### src/rtl/lsu_mem_ctrl.sv
// Load/store sequencer in front of data_mem: splits any-alignment accesses into
// one or two doubleword cycles, merging stores by read-modify-write.
module lsu_mem_ctrl #(
    parameter int ADDR_WIDTH = 12
) (
    input  logic                  clk,
    input  logic                  rst_n,
    input  logic                  req_valid,
    output logic                  req_ready,
    input  logic                  req_we,
    input  logic [1:0]            req_size,
    input  logic                  req_signed,
    input  logic [ADDR_WIDTH-1:0] req_addr,
    input  logic [63:0]           req_wdata,
    output logic                  resp_valid,
    output logic [63:0]           resp_rdata,
    output logic                  mem_we,
    output logic [ADDR_WIDTH-1:0] mem_addr,
    output logic [63:0]           mem_wdata,
    input  logic [63:0]           mem_rdata
);

    // state  | meaning
    // IDLE   | ready for a request, memory idle
    // LO     | access dword holding the first byte
    // HI     | access the following dword (spanning requests only)
    // RESP   | one-cycle completion pulse
    typedef enum logic [1:0] {S_IDLE, S_LO, S_HI, S_RESP} state_t;

    state_t                r_state;
    logic                  r_we;
    logic [1:0]            r_size;
    logic                  r_signed;
    logic [ADDR_WIDTH-1:0] r_addr;
    logic [63:0]           r_wdata;
    logic [63:0]           r_lo_buf;
    logic [63:0]           r_hi_buf;

    logic [2:0]            w_off;
    logic [3:0]            w_nbytes;
    logic                  w_span;
    logic [7:0]            w_size_mask;
    logic [15:0]           w_bmask;
    logic [127:0]          w_wdata_sh;
    logic [ADDR_WIDTH-1:0] w_lo_addr;
    logic [ADDR_WIDTH-1:0] w_hi_addr;
    logic [7:0]            w_mask_cur;
    logic [63:0]           w_data_cur;
    logic [63:0]           w_merged;
    logic [63:0]           w_shifted;
    logic [63:0]           w_load;
    logic                  w_we_raw;

    assign w_off    = r_addr[2:0];
    assign w_nbytes = 4'd1 << r_size;
    assign w_span   = ({1'b0, w_off} + w_nbytes) > 4'd8;

    always_comb begin
        case (r_size)
            2'd0:    w_size_mask = 8'h01;
            2'd1:    w_size_mask = 8'h03;
            2'd2:    w_size_mask = 8'h0F;
            default: w_size_mask = 8'hFF;
        endcase
    end

    // Byte mask and data laid out across the 16-byte LO/HI window.
    assign w_bmask    = {8'h00, w_size_mask} << w_off;
    assign w_wdata_sh = {64'h0, r_wdata} << {w_off, 3'b000};

    assign w_lo_addr  = {r_addr[ADDR_WIDTH-1:3], 3'b000};
    assign w_hi_addr  = w_lo_addr + ADDR_WIDTH'(8);

    assign w_mask_cur = (r_state == S_HI) ? w_bmask[15:8] : w_bmask[7:0];
    assign w_data_cur = (r_state == S_HI) ? w_wdata_sh[127:64] : w_wdata_sh[63:0];

    always_comb begin
        w_merged = mem_rdata;
        for (int b = 0; b < 8; b++) begin
            if (w_mask_cur[b]) w_merged[b*8 +: 8] = w_data_cur[b*8 +: 8];
        end
    end

    always_comb begin
        w_shifted = 64'({r_hi_buf, r_lo_buf} >> {w_off, 3'b000});
        case (r_size)
            2'd0:    w_load = {{56{r_signed & w_shifted[7]}},  w_shifted[7:0]};
            2'd1:    w_load = {{48{r_signed & w_shifted[15]}}, w_shifted[15:0]};
            2'd2:    w_load = {{32{r_signed & w_shifted[31]}}, w_shifted[31:0]};
            default: w_load = w_shifted;
        endcase
    end

    assign req_ready  = (r_state == S_IDLE);
    assign resp_valid = (r_state == S_RESP);
    assign resp_rdata = (resp_valid && !r_we) ? w_load : 64'h0;

    // Reset gates the write strobe directly so an abort never corrupts memory.
    assign w_we_raw  = r_we && ((r_state == S_LO) || (r_state == S_HI));
    assign mem_we    = w_we_raw && rst_n;
    assign mem_wdata = w_we_raw ? w_merged : 64'h0;

    always_comb begin
        case (r_state)
            S_LO:    mem_addr = w_lo_addr;
            S_HI:    mem_addr = w_hi_addr;
            default: mem_addr = '0;
        endcase
    end

    always_ff @(posedge clk) begin
        if (!rst_n) begin
            r_state  <= S_IDLE;
            r_we     <= 1'b0;
            r_size   <= 2'd0;
            r_signed <= 1'b0;
            r_addr   <= '0;
            r_wdata  <= 64'h0;
            r_lo_buf <= 64'h0;
            r_hi_buf <= 64'h0;
        end else begin
            case (r_state)
                S_IDLE: begin
                    if (req_valid) begin
                        r_we     <= req_we;
                        r_size   <= req_size;
                        r_signed <= req_signed;
                        r_addr   <= req_addr;
                        r_wdata  <= req_wdata;
                        r_lo_buf <= 64'h0;
                        r_hi_buf <= 64'h0;
                        r_state  <= S_LO;
                    end
                end
                S_LO: begin
                    if (!r_we) r_lo_buf <= mem_rdata;
                    r_state <= w_span ? S_HI : S_RESP;
                end
                S_HI: begin
                    if (!r_we) r_hi_buf <= mem_rdata;
                    r_state <= S_RESP;
                end
                default: r_state <= S_IDLE;
            endcase
        end
    end

endmodule

### config.mk
export PLATFORM = sky130hd
export DESIGN_NAME = lsu_mem_ctrl
export DESIGN_NICKNAME = d
export VERILOG_FILES = /design/src/rtl/lsu_mem_ctrl.sv
export SDC_FILE = /design/constraint.sdc
export NUM_CORES = 1
export LEC_CHECK = 0
export ABC_AREA = 1
export BUFFER_PORTS_ARGS = -buffer_cell sky130_fd_sc_hd__buf_2
export CORE_MARGIN = 2
export CORE_UTILIZATION = 40
export CTS_BUF_LIST = sky130_fd_sc_hd__clkbuf_4 sky130_fd_sc_hd__clkbuf_8
export CTS_CLUSTER_DIAMETER = 60
export CTS_CLUSTER_SIZE = 30
export DETAILED_ROUTE_END_ITERATION = 8
export PLACE_DENSITY = 0.57
export SLEW_MARGIN = 20
export SYNTH_ARGS = -nofsm -noshare
export SYNTH_HDL_FRONTEND = slang
export SYNTH_SLANG_ARGS = --single-unit
### constraint.sdc
create_clock -name clk -period 4.83 [get_ports clk]
set_input_delay 0.966 -clock clk [delete_from_list [all_inputs] [get_ports clk]]
set_output_delay 0.966 -clock clk [all_outputs]
set_load 0.02 [all_outputs]
==> results.md <==
- Status: finished clean
- Critical path class: reg -> out
- Final WS setup: approximately 170 ps
- Num CTS Buffers: 23
- Global-route wire length before repair: 110000 µm
- Post-CTS resize count: 0
- GR Util All Layers: 38.3%
- Worst endpoint required time: 3860 ps
- CTS max path bufs: 3
- Largest net degree at the start of global routing: 106
- # IOs: 290
- Drt pass-1 iters: 8
- Vias/cell: 5.91
- Layout cells sized above 1: 15.6%
- Max-capacitance violation count: 0
- GPL Wtd Cong: 0.989
- Tmin final: around 4700 ps
- DP Worst Slack: 912 ps
- Critical Path AT: around 3700 ps
- Critical Path Sink Type: output pin
- Hpwl dp: 56800 µm
- R2R Setup Slk: 1850 ps
- # Post-CTS Setup Buffers: 0
- Final Hold Viols: 0
- Worst slew pin tran: between 900 and 1000 ps
- Asr flop ratio synth: 0%
- Final wirelength: 75000 µm
- # diodes: 0
- Post-synthesis sequential area ratio: 27.5%
- Synthesis Warnings: 0
- Wire length per cell: 24.3 µm
- DRC: 0
- Fin Setup TNS: 0 ps
- Max-slew headroom at the worst pin: 33.6%
- Initial drt markers: ~2500
- Vias: between 15000 and 20000
- Cells after synthesis: 2461
- Setup Skew: 30.1 ps
- Period Utilization, post-route: 96.4%
- Synthesis-to-layout area growth: 13.7%
- Clock slew at reported path FFs: between 100 and 150 ps
- Final setup vio count: 0
- Lkg Pwr: 7.40 nW
- ANT nets after route: 0
- Core region area: 36300 µm²
- Num rows: 70
- PortBufs: 286
- Die H: 196 µm
- Cell variety after synth: 41
- Peak supply drop: 498 µV
- Vias in the first global route: about 17000
- Insertion delay to the later sink of the worst-skew pair: 630 ps
- Initial antenna violation count: 4
- Fmax: around 0.21 GHz
- Synthesized area: 14700 µm²
- RSZ-0062 raised after global routing: false
- Final net count: approximately 2800
- Most common cell after layout, fill and taps aside: nand2_1
- Gr ovfl total: 0
- Number of synthesized flops with an enable pin: 0
- CP max FO: 72
- Hold Crit Class: reg -> reg
- Hold buffer count at CTS: 0
- CTS Root Cell: clkbuf_8
- Initial Utilization: around 40%
- Die width: 196 µm
- Synth Flop Type: dfxtp_1
- Final slew viol count: 0
- CP Launch Type: flop
- CTS tree: done
- H-tree levels: 1
- #FFs+latches synth: slightly above 200
- Cell Pwr Density: 611 nW/µm²
- Clk sinks: 202
- Area of the die: around 38000 µm²
- Most frequent cells in the layout: 636 x nand2_1, 360 x o21ai_0, 286 x buf_2, 285 x a21oi_1, 199 x dfxtp_1
- Syn avg cell area: slightly below 6 µm²
[cell families (layout without fill, tap and decap cells)]
kind of cell	after synthesis	after routing	share of synthesized area, %
flops	202	202	27.5
other cells	1	3	0.0255
mux	33	33	2.25
fa+ha+maj	7	7	0.597
simple gates	1027	1027	28.4
buf+inv	389	548	11.5
compound gates	802	802	29.7
[registers in the layout, indices dropped and copies added, names as in the netlist]
signal    count
r_hi_buf     56
r_signed      1
r_size        2
r_we          1
r_wdata      64
r_state       2
r_addr       12
r_lo_buf     64
[per-stage QoR]
stage | instances | cell area, µm² | hold slack [ps] | total power, mW | util, %
final | 3090 | 16700 | 478 | 10.2 | 45.9
after global routing | 3090 | 16700 | 495 | 10.8 | 45.9
after CTS | 3090 | 16700 | 475 | 9.97 | 45.9
after detailed placement | 3049 | 16100 | 459 | 8.50 | 44.3
after global placement | 3049 | 16100 | 451 | 8.49 | 44.3
after floorplan | 2463 | 14700 | 437 | 6.47 | -
[worst paths after layout]
check | from | to | depth (start not counted)
min reg2reg | r_lo_buf[6] | r_lo_buf[6] | 2
min | r_lo_buf[6] | r_lo_buf[6] | 2
max | r_state[0] | mem_wdata[38] | 9
max reg2reg | r_state[0] | r_hi_buf[28] | 9
[layout make-up]
cell class                 instances  area [µm²]
fill                            4036       19700
multi-input combinational       1872        9010
clock inverter                    18         262
timing repair buffer             324        1770
sequential                       202        4050
tap                              468         586
clock buffer                      23         317
inverter                         183         691
[power breakdown]
part | internal (mW) | switching, mW | total, mW
sequential | 2.07 | 0.409 | 2.48
clock | 0.559 | 0.905 | 1.46
combinational | 1.62 | 4.64 | 6.26
[cell usage after synthesis, types with 2 or more instances]
master,instances,area share [%]
o21ai_0,362,12
o221ai_1,16,0.95
nor2_2,2,0.085
a31oi_1,4,0.17
o21ai_1,27,0.92
nor2_1,200,5.1
buf_2,49,1.7
nand3_1,117,4.0
buf_1,18,0.46
nand2_1,637,16
or2_2,4,0.17
a211oi_1,57,2.9
a21oi_1,285,9.7
and2_1,5,0.21
buf_8,2,0.20
clkbuf_1,109,2.8
buf_4,18,0.92
a22oi_1,9,0.46
inv_1,172,4.4
inv_2,10,0.26
buf_6,10,0.77
o21a_1,2,0.10
or2_1,2,0.085
nor2_4,2,0.15
a221oi_1,4,0.24
nand4_1,24,1.0
nor3_1,26,0.89
o22ai_1,8,0.34
nand2_2,5,0.21
ha_1,7,0.60
o211ai_1,15,0.77
mux2i_1,33,2.3
o21ai_2,11,0.66
dfxtp_1,202,28
[per-layer routing]
layer  vias to the layer above  GRT usage, %  share of wire (%)
met5                         -             0              0.032
met2                      1120          52.0                 38
met4                         4          12.0                3.5
met3                       132          13.3                 14
li1                       8508             -                  -
met1                      8512          55.8                 44
[critical path, stage by stage (launching register included)]
cell and delay [ps]:
dfxtp_1 430, inv_1 120, ha_4 310, buf_12 250, a21oi_1 690, o21ai_2 300
nand2_2 270, a21oi_1 90, nor3_1 270, buf_2 230
Note: power is estimated with default switching activity, not from simulation.
